$ cat src/rtl/multicycle_cpu.sv
// multicycle_cpu: RV32I-subset core that sequences each instruction through
// BOOT/FETCH/EXEC/MEM/WB, with req/ack handshakes to instruction and data memory.
// Decoder, register file, ALU and branch compare are implemented inline.
// Optional build macro CPU_PERF_COUNTERS_EN adds cycle/retire counters;
// without it cycleCount and retireCount are tied to zero.
module multicycle_cpu #(
   parameter logic [31:0] RESET_PC      = 32'h0000_0000,
   parameter int          COUNTER_WIDTH = 32
) (
   input  logic                     clk,
   input  logic                     rst,
   output logic [31:0]              insnAddr,
   output logic                     insnReq,
   input  logic                     insnAck,
   input  logic [31:0]              insn,
   output logic [31:0]              dataAddr,
   output logic [31:0]              dataOut,
   output logic                     dataWrEnable,
   output logic                     dataReq,
   input  logic                     dataAck,
   input  logic [31:0]              dataIn,
   output logic                     insnRetired,
   output logic [COUNTER_WIDTH-1:0] cycleCount,
   output logic [COUNTER_WIDTH-1:0] retireCount
);

   localparam logic [2:0] S_BOOT  = 3'd0;
   localparam logic [2:0] S_FETCH = 3'd1;
   localparam logic [2:0] S_EXEC  = 3'd2;
   localparam logic [2:0] S_MEM   = 3'd3;
   localparam logic [2:0] S_WB    = 3'd4;

   logic [2:0]  state_q, state_d;
   logic [31:0] pc_q, ir_q, alu_q, addr_q, sdata_q, npc_q, ldata_q;
   logic [31:0] rf_q [31:0];

   // Instruction fields and decoded control, all taken from the latched IR
   logic [6:0]  opcode_s;
   logic [4:0]  rd_s, rs1_s, rs2_s;
   logic [2:0]  funct3_s;
   logic [6:0]  funct7_s;
   logic        is_op_imm_s, is_op_s, is_load_s, is_store_s, is_branch_s, is_lui_s;
   logic        reg_wr_en_s, alu_const_s, alu_sub_s, br_taken_s;
   logic [31:0] imm_i_s, imm_s_s, imm_b_s, imm_u_s;
   logic [31:0] rs1_val_s, rs2_val_s, op_a_s, op_b_s, op_b_eff_s, alu_s, wb_data_s;
   logic [2:0]  alu_fn_s;
   logic [4:0]  shamt_s;

   assign opcode_s    = ir_q[6:0];
   assign rd_s        = ir_q[11:7];
   assign funct3_s    = ir_q[14:12];
   assign rs1_s       = ir_q[19:15];
   assign rs2_s       = ir_q[24:20];
   assign funct7_s    = ir_q[31:25];
   assign is_op_imm_s = (opcode_s == 7'b0010011);
   assign is_op_s     = (opcode_s == 7'b0110011);
   assign is_load_s   = (opcode_s == 7'b0000011);
   assign is_store_s  = (opcode_s == 7'b0100011);
   assign is_branch_s = (opcode_s == 7'b1100011);
   assign is_lui_s    = (opcode_s == 7'b0110111);
   assign reg_wr_en_s = is_op_imm_s | is_op_s | is_load_s | is_lui_s;
   assign alu_const_s = is_op_imm_s | is_lui_s;
   // Subtract only for register-register add with the SUB funct7 encoding
   assign alu_sub_s   = is_op_s & (funct3_s == 3'b000) & (funct7_s == 7'b0100000);

   assign imm_i_s = {{20{ir_q[31]}}, ir_q[31:20]};
   assign imm_s_s = {{20{ir_q[31]}}, ir_q[31:25], ir_q[11:7]};
   assign imm_b_s = {{19{ir_q[31]}}, ir_q[31], ir_q[7], ir_q[30:25], ir_q[11:8], 1'b0};
   assign imm_u_s = {ir_q[31:12], 12'h000};

   // Register file reads; x0 always reads as zero
   assign rs1_val_s = (rs1_s == 5'd0) ? 32'h0 : rf_q[rs1_s];
   assign rs2_val_s = (rs2_s == 5'd0) ? 32'h0 : rf_q[rs2_s];

   assign op_a_s     = is_lui_s ? 32'h0 : rs1_val_s;
   assign op_b_s     = alu_const_s ? (is_lui_s ? imm_u_s : imm_i_s) : rs2_val_s;
   assign op_b_eff_s = alu_sub_s ? (~op_b_s + 32'd1) : op_b_s;
   assign alu_fn_s   = is_lui_s ? 3'b000 : funct3_s;
   assign shamt_s    = op_b_s[4:0];

   // ALU result for the current IR
   always_comb begin
      alu_s = 32'h0;
      case (alu_fn_s)
         3'b000:  alu_s = op_a_s + op_b_eff_s;
         3'b001:  alu_s = op_a_s << shamt_s;
         3'b010:  alu_s = {31'd0, ($signed(op_a_s) < $signed(op_b_s))};
         3'b011:  alu_s = {31'd0, (op_a_s < op_b_s)};
         3'b100:  alu_s = op_a_s ^ op_b_s;
         3'b101:  alu_s = ir_q[30] ? 32'($signed(op_a_s) >>> shamt_s) : (op_a_s >> shamt_s);
         3'b110:  alu_s = op_a_s | op_b_s;
         3'b111:  alu_s = op_a_s & op_b_s;
         default: alu_s = 32'h0;
      endcase
   end

   // Branch condition evaluation on rs1/rs2
   always_comb begin
      br_taken_s = 1'b0;
      case (funct3_s)
         3'b000:  br_taken_s = (rs1_val_s == rs2_val_s);
         3'b001:  br_taken_s = (rs1_val_s != rs2_val_s);
         3'b100:  br_taken_s = ($signed(rs1_val_s) <  $signed(rs2_val_s));
         3'b101:  br_taken_s = ($signed(rs1_val_s) >= $signed(rs2_val_s));
         3'b110:  br_taken_s = (rs1_val_s <  rs2_val_s);
         3'b111:  br_taken_s = (rs1_val_s >= rs2_val_s);
         default: br_taken_s = 1'b0;
      endcase
   end

   // Next-state sequencing; acks only matter in the state that raises the matching req
   always_comb begin
      state_d = state_q;
      case (state_q)
         S_BOOT:  state_d = S_FETCH;
         S_FETCH: if (insnAck) state_d = S_EXEC; else state_d = S_FETCH;
         S_EXEC:  if (is_load_s | is_store_s) state_d = S_MEM; else state_d = S_WB;
         S_MEM:   if (dataAck) state_d = S_WB; else state_d = S_MEM;
         S_WB:    state_d = S_FETCH;
         default: state_d = S_BOOT;
      endcase
   end

   // State, PC, IR and EXEC/MEM latches; reset abandons any in-flight access
   always_ff @(posedge clk or negedge rst) begin
      if (!rst) begin
         state_q <= S_BOOT;
         pc_q    <= RESET_PC;
         ir_q    <= 32'h0;
         alu_q   <= 32'h0;
         addr_q  <= 32'h0;
         sdata_q <= 32'h0;
         npc_q   <= 32'h0;
         ldata_q <= 32'h0;
      end else begin
         state_q <= state_d;
         if ((state_q == S_FETCH) && insnAck) begin
            ir_q <= insn;
         end
         if (state_q == S_EXEC) begin
            alu_q   <= alu_s;
            addr_q  <= rs1_val_s + (is_store_s ? imm_s_s : imm_i_s);
            sdata_q <= rs2_val_s;
            npc_q   <= (is_branch_s & br_taken_s) ? (pc_q + imm_b_s) : (pc_q + 32'd4);
         end
         if ((state_q == S_MEM) && dataAck && is_load_s) begin
            ldata_q <= dataIn;
         end
         if (state_q == S_WB) begin
            pc_q <= npc_q;
         end
      end
   end

   assign wb_data_s = is_load_s ? ldata_q : alu_q;

   // Register file write port, enabled only in WB
   always_ff @(posedge clk) begin
      if ((state_q == S_WB) && reg_wr_en_s && (rd_s != 5'd0)) begin
         rf_q[rd_s] <= wb_data_s;
      end
   end

   assign insnReq      = (state_q == S_FETCH);
   assign insnAddr     = (state_q == S_BOOT) ? 32'h0 : pc_q;
   assign dataReq      = (state_q == S_MEM);
   assign dataWrEnable = (state_q == S_MEM) & is_store_s;
   assign dataAddr     = addr_q;
   assign dataOut      = sdata_q;
   assign insnRetired  = (state_q == S_WB);

`ifdef CPU_PERF_COUNTERS_EN
   logic [COUNTER_WIDTH-1:0] cyc_q, ret_q;

   // Free-running cycle and retire counters, wrapping at full width
   always_ff @(posedge clk or negedge rst) begin
      if (!rst) begin
         cyc_q <= '0;
         ret_q <= '0;
      end else begin
         if (state_q != S_BOOT) begin
            cyc_q <= cyc_q + COUNTER_WIDTH'(1);
         end
         if (state_q == S_WB) begin
            ret_q <= ret_q + COUNTER_WIDTH'(1);
         end
      end
   end

   assign cycleCount  = cyc_q;
   assign retireCount = ret_q;
`else
   assign cycleCount  = '0;
   assign retireCount = '0;
`endif

endmodule

$ cat config.mk
export PLATFORM = sky130hd
export DESIGN_NAME = multicycle_cpu
export DESIGN_NICKNAME = d
export VERILOG_FILES = /design/src/rtl/multicycle_cpu.sv
export SDC_FILE = /design/constraint.sdc
export NUM_CORES = 2
export LEC_CHECK = 0
export CAP_MARGIN = 25
export CORE_ASPECT_RATIO = 0.5
export CORE_MARGIN = 1.5
export CORE_UTILIZATION = 45
export CTS_CLUSTER_DIAMETER = 50
export DETAILED_ROUTE_END_ITERATION = 8
export SLEW_MARGIN = 15
export SYNTH_ARGS = -nofsm -noshare
export SYNTH_HDL_FRONTEND = slang
export SYNTH_SLANG_ARGS = --single-unit
$ cat constraint.sdc
create_clock -name clk -period 7.6 [get_ports clk]
set_clock_uncertainty 0.15 [all_clocks]
set_input_delay 1.52 -clock clk [delete_from_list [all_inputs] [get_ports clk]]
set_output_delay 1.52 -clock clk [all_outputs]
set_load 0.02 [all_outputs]
Word level (Yosys, flattened, before mapping)
Memory sizes are Yosys's and may differ from the RTL's.
Index checks and enable logic that the tools add are counted.
{"block": "totals", "output_inout_bits": 164, "in_bits": 68, "reg_bits": 227, "mem_bits_rw": 1024, "memories": 1, "elab_cells": 93}
{"block": "op_classes", "n_lt_le_gt_ge": 6, "bitwise": 13, "shift": 3, "reduce_logical": 12, "eq_ne": 25, "add_sub_neg": 5, "mux": 20}
{"memory": "rf_q", "words": 32, "width": 32, "read_ports": 2, "rd_clocked_by_memory_dff": 0, "wr": 1, "line": "35", "rtl": "logic [31:0] rf_q [31:0];"}
{"cell": "32-bit 2-to-1 mux", "n": 9}
{"cell": "32-bit case mux with 8 select lines", "n": 1}
{"cell": "32-bit < comparator", "n": 4}
{"cell": "32-bit adder", "n": 3}
{"cell": "32-bit greater-or-equal comparator", "n": 2}
{"cell": "32-bit by 1-bit adder with 32-bit output (second input constant)", "n": 1}
{"cell": "32-bit by 3-bit adder with 32-bit output (second input constant)", "n": 1}
{"cell": "32-bit bitwise AND", "n": 1}
{"cell": "32-bit equality test", "n": 1}
{"cell": "32-bit != test", "n": 1}
{"cell": "32-bit inverter", "n": 1}
{"cell": "32-bit OR", "n": 1}
{"cell": "32-bit by 5-bit << shifter with 32-bit output", "n": 1}
{"cell": "32-bit by 5-bit right shift with 32-bit output", "n": 1}
{"cell": "32-bit by 5-bit >>> shifter with 32-bit output", "n": 1}
{"cell": "32-bit XOR", "n": 1}
{"cell": "31-bit 2-to-1 mux", "n": 1}
{"cell": "7-bit by 6-bit equality test with 1-bit output (second input constant)", "n": 4}
{"cell": "3-bit equality test (second input constant)", "n": 9}
{"cell": "3-bit by 2-bit equality test with 1-bit output (second input constant)", "n": 4}
{"cell": "3-bit case mux with 4 select lines", "n": 1}
{"cell": "5-bit zero test", "n": 2}
{"cell": "3-bit by 1-bit equality test with 1-bit output (second input constant)", "n": 3}
{"cell": "3-bit zero test", "n": 3}
{"cell": "other kinds (13)", "n": 27}

Depth between registers and ports, before layout
{"block": "logic_depth", "word_depth": 8, "mapped_depth": 31, "ltp_nobuf": 24}

Worst setup path before layout
Ideal clock, no wire load.
{"block": "synth_path", "path_kind": "register to register", "from": "reg ir_q[21]", "to": "reg alu_q[31]", "path_buffers": 11, "stages_incl_launch_ff": 29, "setup_slack_ns": 1.909, "t_arrival_ns": 5.415, "setup_time_ns": 0.126, "synth_period_minus_slack_ns": 5.691, "required_ns": 7.324, "path_cell_list": "dfrtp_1 > buf_6 > buf_12 > buf_12 > buf_12 > buf_6 > buf_2 > buf_4 > a22o_1 > buf_4 > inv_2 > buf_2 > buf_2 > buf_2 > ha_1 > nand4_1 > nor4_4 > a21oi_1 > xnor2_1 > ha_1 > a21o_1 > a21o_1 > a21o_1 > a32oi_1 > nand2_1 > a41o_1 > o41ai_1 > nand4_1 > nor3b_1"}
{"block": "synth_between", "elab_chain_cells": 8, "word_cells_on_any_way": 17, "classes_between": "add/sub: 2; shift: 3; mux: 6; bitwise: 4; reduce/logical: 1; memory: 1"}
{"item": "start: declaration", "line": "34", "rtl": "logic [31:0] pc_q, ir_q, alu_q, addr_q, sdata_q, npc_q, ldata_q;"}
{"item": "start signal: assignment", "line": "138", "rtl": "ir_q <= insn;"}
{"item": "memory read 32 x 32 bit / 5-bit zero test (equally long branches)"}
{"item": "32-bit 2-to-1 mux", "line": "73", "rtl": "assign rs2_val_s = (rs2_s == 5'd0) ? 32'h0 : rf_q[rs2_s];"}
{"item": "32-bit 2-to-1 mux *", "line": "76", "rtl": "assign op_b_s = alu_const_s ? (is_lui_s ? imm_u_s : imm_i_s) : rs2_val_s;"}
{"item": "32-bit inverter", "line": "77", "rtl": "assign op_b_eff_s = alu_sub_s ? (~op_b_s + 32'd1) : op_b_s;"}
{"item": "32-bit by 1-bit adder with 32-bit output", "line": "77"}
{"item": "32-bit 2-to-1 mux", "line": "77"}
{"item": "32-bit adder", "line": "85", "rtl": "3'b000: alu_s = op_a_s + op_b_eff_s;"}
{"item": "32-bit case mux with 8 select lines *", "line": "84", "rtl": "case (alu_fn_s)"}
{"item": "end signal: assignment", "line": "141", "rtl": "alu_q <= alu_s;"}
{"item": "end: declaration", "line": "34"}
Mark *: on every way between the ends. The rest lies on a longest branch, timed or not.
A chain may end at the register's enable or synchronous reset.

Final worst setup path
{"block": "layout_path", "from": "reg ir_q[22]", "to": "reg npc_q[14]"}
{"block": "layout_between", "elab_chain_cells": 6, "word_cells_on_any_way": 12, "classes_between": "order compare: 4; eq/ne: 2; mux: 3; bitwise: 1; reduce/logical: 1; memory: 1"}
{"item": "memory read 32 x 32 bit / 5-bit zero test (equally long branches)"}
{"item": "32-bit 2-to-1 mux *", "line": "73"}
{"item": "32-bit greater-or-equal comparator, or another cell as far along", "line": "106", "rtl": "3'b111: br_taken_s = (rs1_val_s >= rs2_val_s);"}
{"item": "1-bit case mux with 6 select lines *", "line": "100", "rtl": "case (funct3_s)"}
{"item": "1-bit bitwise AND *", "line": "144", "rtl": "npc_q <= (is_branch_s & br_taken_s) ? (pc_q + imm_b_s) : (pc_q + 32'd4);"}
{"item": "32-bit 2-to-1 mux *", "line": "144"}
{"item": "end signal: assignment", "line": "144"}
{"item": "end: declaration", "line": "34"}
Marks and branches as above.

==> impl_metrics.py <==
metrics = {
    "logic_synthesis": {
        "number_of_different_library_cells_in_the_post_synthesis_netlist": 117,
        "synth_area_sq_um": 71500,
        "post_synth_inst_count": 5366,
        "ys_seq_elements": 1251,
        "ys_async_sr_fraction_pct": 18.1,
        "yosys_warnings": 0,
        "area_fraction_in_and_or_nand_and_nor_cells_after_synthesis_pct": 7.77,
        "synthTopCellsByArea": "sky130_fd_sc_hd__edfxtp_1, sky130_fd_sc_hd__mux4_2, sky130_fd_sc_hd__dfrtp_1, sky130_fd_sc_hd__mux2i_1, sky130_fd_sc_hd__ha_1",
        "synth_flop_cell": "sky130_fd_sc_hd__edfxtp_1",
        "post_synth_adder_cell_area_pct": 3.97,
        "postSynthAreaPerCell_sq_um": 13.3,
        "synth_seq_area_share_pct": 51.0,
        "synth_compound_area_share_pct": 10.6,
        "xor_xnor_fraction_of_synth_area_pct": 1.56,
        "synth.mux.area_fraction_pct": 20.9,
        "post_synth_top_area_share_pct": 43.0,
        "yosys.area.top_type": "sky130_fd_sc_hd__edfxtp_1",
        "largest_family_of_logic_cells_by_synthesized_area": "multiplexers",
        "synth-edff-count": 1024,
    },
    "worst_setup_path": {
        "setup.worst_path.end_class": "flop",
        "path_max_fanout": 37,
        "crit_path_start_kind": "flop",
        "cp_data_arrival_time_ns": 7.37,
        "crit_required_ns": 8.09,
        "reg2reg_setup_slack_ns": 0.72,
        "regToRegEndpoint": "npc_q[14]$_DFFE_PN0N_",
        "setup.worst_path.class": "reg -> reg",
        "worst_r2r_startpoint": "ir_q[22]$_DFFE_PN0P_",
        "ff2ff_path_depth": 19,
    },
    "sta": {
        "setup-violations-final": 0,
        "unrepaired_setup_endpoints_after_global_routing": "false",
        "max_freq_mhz": 145,
        "report.final.slew_viol_count": 0,
        "worst-slew-pin-transition_ns": 1.20,
        "final.period_utilization_pct": 90.5,
        "finalCriticalPeriod_ns": 6.88,
        "fin_tns_setup_ns": 0,
        "hold_violations": 0,
        "worst_relative_slew_slack_pct": 19.0,
    },
    "route": {
        "route.final.wire_length_mm": 291,
        "drt_drc_violations_left": 0,
        "dr_total_vias": 53594,
        "detailedRoute.firstIterationViolations": 8004,
        "1st_pass_router_iterations": 6,
        "wl_per_cell_um": 37.0,
        "route.antenna.remaining_nets": 0,
        "route.detailed.vias_per_inst": 6.81,
    },
    "clock_tree": {
        "insertion_delay_ns": 0.81,
        "ctsLongestPathBuffers": 4,
        "cts_tree": "done",
        "cts_inserted_buffers": 138,
        "post-cts-setup-buffers": 0,
        "post_cts_resized": 0,
        "clk_root_buffer_cell": "sky130_fd_sc_hd__clkbuf_16",
        "cts_num_sinks": 1251,
        "clk_pin_slew_ns": 0.06,
        "cts-hold-fix-buffers": 0,
        "total_number_of_h_tree_levels": 4,
    },
    "floorplanning": {
        "fp.dieH_um": 285,
        "num_rows": 103,
        "die_x_um": 567,
        "design.portCount": 232,
        "start_util_pct": 45.3,
        "fp.dieArea_sq_um": 161000,
        "coreArea_sq_um": 158000,
    },
    "grt": {
        "pin_count_of_the_biggest_net_entering_global_routing": 103,
        "groute.usage.overall_pct": 35.4,
        "antenna_found_initial": 16,
        "grt_first_pass_wirelength_mm": 403,
        "global_route.overflow_total": 0,
        "via_count_of_the_first_global_routing_pass": 51457,
    },
    "placement": {
        "dp.final_hpwl_mm": 201,
        "dp_area_sq_um": 76600,
        "port-buffer-count": 167,
        "place_congestion": 1.03,
    },
    "finish": {
        "area_growth_pct": 13.1,
        "final_layout_size_suffix_gt1_share_pct": 21.2,
        "num-nets-final": 5962,
        "finalInstanceArea_sq_um": 80800,
        "finish.utilization_pct": 51.2,
    },
    "min_path": {
        "hold_end": "npc_q[24]$_DFFE_PN0N_",
        "hold_path.class": "reg -> reg",
        "hold_path_startpoint": "npc_q[24]$_DFFE_PN0N_",
        "min_delay_path_depth": 2,
    },
    "run": {
        "max-cap-violations": 0,
    },
    "run_status": {
        "run_status": "finished, final reports clean",
    },
}
## stage by stage
| stage | setup WS, ns | hold slack, ns | std cells |
|---|---|---|---|
| 2_1_floorplan | 1.91 | 0.290 | 5461 |
| 3_3_place_gp | 0.972 | 0.303 | 7622 |
| 3_5_place_dp | 0.950 | 0.311 | 7628 |
| 4_1_cts | 0.846 | 0.330 | 7860 |
| 5_1_grt | 0.458 | 0.349 | 7861 |
| 6_report | 0.721 | 0.327 | 7866 |
## state kept, by name, indices dropped and copies added (netlist names), 32 cells and up
| name | flops |
|---|---|
| alu_q | 32 |
| dataAddr | 32 |
| dataOut | 32 |
| ir_q | 32 |
| ldata_q | 32 |
| npc_q | 32 |
| pc_q | 32 |
| rf_q | 1024 |
## cells in the mapped netlist (11+ instances only)
library cell and count:
sky130_fd_sc_hd__edfxtp_1 1024, sky130_fd_sc_hd__mux2i_1 410, sky130_fd_sc_hd__mux4_2 383, sky130_fd_sc_hd__nand2_1 378
sky130_fd_sc_hd__nor2_1 265, sky130_fd_sc_hd__dfrtp_1 227, sky130_fd_sc_hd__ha_1 222, sky130_fd_sc_hd__a21oi_1 220
sky130_fd_sc_hd__o21ai_0 183, sky130_fd_sc_hd__mux2_2 180, sky130_fd_sc_hd__nand3_1 141, sky130_fd_sc_hd__a22oi_1 134
sky130_fd_sc_hd__clkbuf_1 131, sky130_fd_sc_hd__buf_4 113, sky130_fd_sc_hd__xnor2_1 93, sky130_fd_sc_hd__inv_1 90
sky130_fd_sc_hd__buf_2 81, sky130_fd_sc_hd__a21o_1 69, sky130_fd_sc_hd__buf_6 60, sky130_fd_sc_hd__nor2b_1 56
sky130_fd_sc_hd__a211oi_1 55, sky130_fd_sc_hd__nor3_1 55, sky130_fd_sc_hd__a221oi_1 44, sky130_fd_sc_hd__o22ai_1 44
sky130_fd_sc_hd__nand2b_1 39, sky130_fd_sc_hd__nand4_1 38, sky130_fd_sc_hd__a31oi_1 36, sky130_fd_sc_hd__xor2_1 34
sky130_fd_sc_hd__and3_1 32, sky130_fd_sc_hd__a22o_1 31, sky130_fd_sc_hd__o221ai_1 30, sky130_fd_sc_hd__o21a_1 27
sky130_fd_sc_hd__o211ai_1 25, sky130_fd_sc_hd__buf_1 24, sky130_fd_sc_hd__and2_1 23, sky130_fd_sc_hd__nor4_1 20
sky130_fd_sc_hd__or3_1 19, sky130_fd_sc_hd__o21ai_1 18, sky130_fd_sc_hd__o31ai_1 18, sky130_fd_sc_hd__a32oi_1 17
sky130_fd_sc_hd__inv_2 17, sky130_fd_sc_hd__a211o_1 16, sky130_fd_sc_hd__or2_2 13, sky130_fd_sc_hd__o21bai_1 11
## cell families after synthesis
group           after synthesis
compound gates             1103
xor+xnor                    127
fa+ha+maj                   225
buf+inv                     521
flops                      1251
mux                         988
other cells                   1
simple gates               1150
## layer usage
layer | GRT usage [%] | vias up | part of all wire, %
li1 | - | 21615 | -
met1 | 48.8 | 27608 | 39
met2 | 52.5 | 3692 | 43
met3 | 10.3 | 665 | 13
met4 | 14.7 | 14 | 4.7
met5 | 0 | - | 0.032
## worst max path at each step
stage	startpoint	to	cells after the start
global placement	ir_q[16]$_DFFE_PN0P_	npc_q[14]$_DFFE_PN0N_	19
finish	ir_q[22]$_DFFE_PN0P_	npc_q[14]$_DFFE_PN0N_	19
global route	ir_q[20]$_DFFE_PN0P_	npc_q[14]$_DFFE_PN0N_	19
CTS	ir_q[20]$_DFFE_PN0P_	alu_q[22]$_DFFE_PN0N_	23
floorplan	ir_q[21]$_DFFE_PN0P_	alu_q[31]$_DFFE_PN0N_	28
detailed placement	ir_q[22]$_DFFE_PN0P_	alu_q[22]$_DFFE_PN0N_	24
## layout by cell type (no fill, tap or decap), types with 21 or more instances in the layout
cell type / instances
sky130_fd_sc_hd__nor2_4: 33
sky130_fd_sc_hd__o21a_1: 27
sky130_fd_sc_hd__clkbuf_16: 141
sky130_fd_sc_hd__a21o_1: 68
sky130_fd_sc_hd__mux2_2: 180
sky130_fd_sc_hd__mux4_2: 383
sky130_fd_sc_hd__a21oi_1: 220
sky130_fd_sc_hd__dfrtp_1: 216
sky130_fd_sc_hd__a211oi_1: 55
sky130_fd_sc_hd__o221ai_1: 30
sky130_fd_sc_hd__nand2b_1: 39
sky130_fd_sc_hd__clkdlybuf4s50_1: 166
sky130_fd_sc_hd__nand3_1: 141
sky130_fd_sc_hd__a22o_1: 30
sky130_fd_sc_hd__o21ai_0: 183
sky130_fd_sc_hd__a22oi_1: 134
sky130_fd_sc_hd__xor2_1: 34
sky130_fd_sc_hd__nand4_1: 38
sky130_fd_sc_hd__o22ai_1: 44
sky130_fd_sc_hd__and2_1: 21
sky130_fd_sc_hd__conb_1: 96
sky130_fd_sc_hd__ha_1: 222
sky130_fd_sc_hd__nor2_1: 232
sky130_fd_sc_hd__clkbuf_1: 27
sky130_fd_sc_hd__edfxtp_1: 1024
sky130_fd_sc_hd__and3_1: 32
sky130_fd_sc_hd__inv_1: 89
sky130_fd_sc_hd__o211ai_1: 25
sky130_fd_sc_hd__nor2b_1: 53
sky130_fd_sc_hd__nand2_1: 377
sky130_fd_sc_hd__buf_4: 292
sky130_fd_sc_hd__nor3_1: 51
sky130_fd_sc_hd__mux2i_1: 410
sky130_fd_sc_hd__xnor2_1: 93
sky130_fd_sc_hd__a31oi_1: 36
sky130_fd_sc_hd__a221oi_1: 44
## area by class of cell
cell class	count	area, sq um
Antenna cell	5	12.5
Clock buffer	172	3680
Clock inverter	60	563
Fill cell	13351	76900
Inverter	107	404
Multi-Input combinational cell	3689	32800
Sequential cell	1251	36500
Tap cell	2100	2630
Timing Repair Buffer	482	4340
## critical path, cell delays in order, from the launching register on
cell and delay [ns]:
sky130_fd_sc_hd__dfrtp_4 0.64, sky130_fd_sc_hd__buf_4 0.60, sky130_fd_sc_hd__nor2b_1 0.31, sky130_fd_sc_hd__nand2b_1 0.15, sky130_fd_sc_hd__a21oi_1 0.10, sky130_fd_sc_hd__nor4_2 1.03, sky130_fd_sc_hd__inv_1 0.29, sky130_fd_sc_hd__ha_1 0.38
sky130_fd_sc_hd__nand4_1 0.10, sky130_fd_sc_hd__nor2_1 0.13, sky130_fd_sc_hd__nand3_1 0.12, sky130_fd_sc_hd__or3_1 0.49, sky130_fd_sc_hd__nand3b_1 0.26, sky130_fd_sc_hd__and3_1 0.22, sky130_fd_sc_hd__o211a_1 0.13, sky130_fd_sc_hd__a311o_1 0.39
sky130_fd_sc_hd__or3_1 0.46, sky130_fd_sc_hd__buf_4 0.29, sky130_fd_sc_hd__o31a_1 0.33, sky130_fd_sc_hd__o21ai_1 0.12
Power is not shown: default switching activity piles up to over one toggle a cycle in this logic, so the estimate is an artifact.
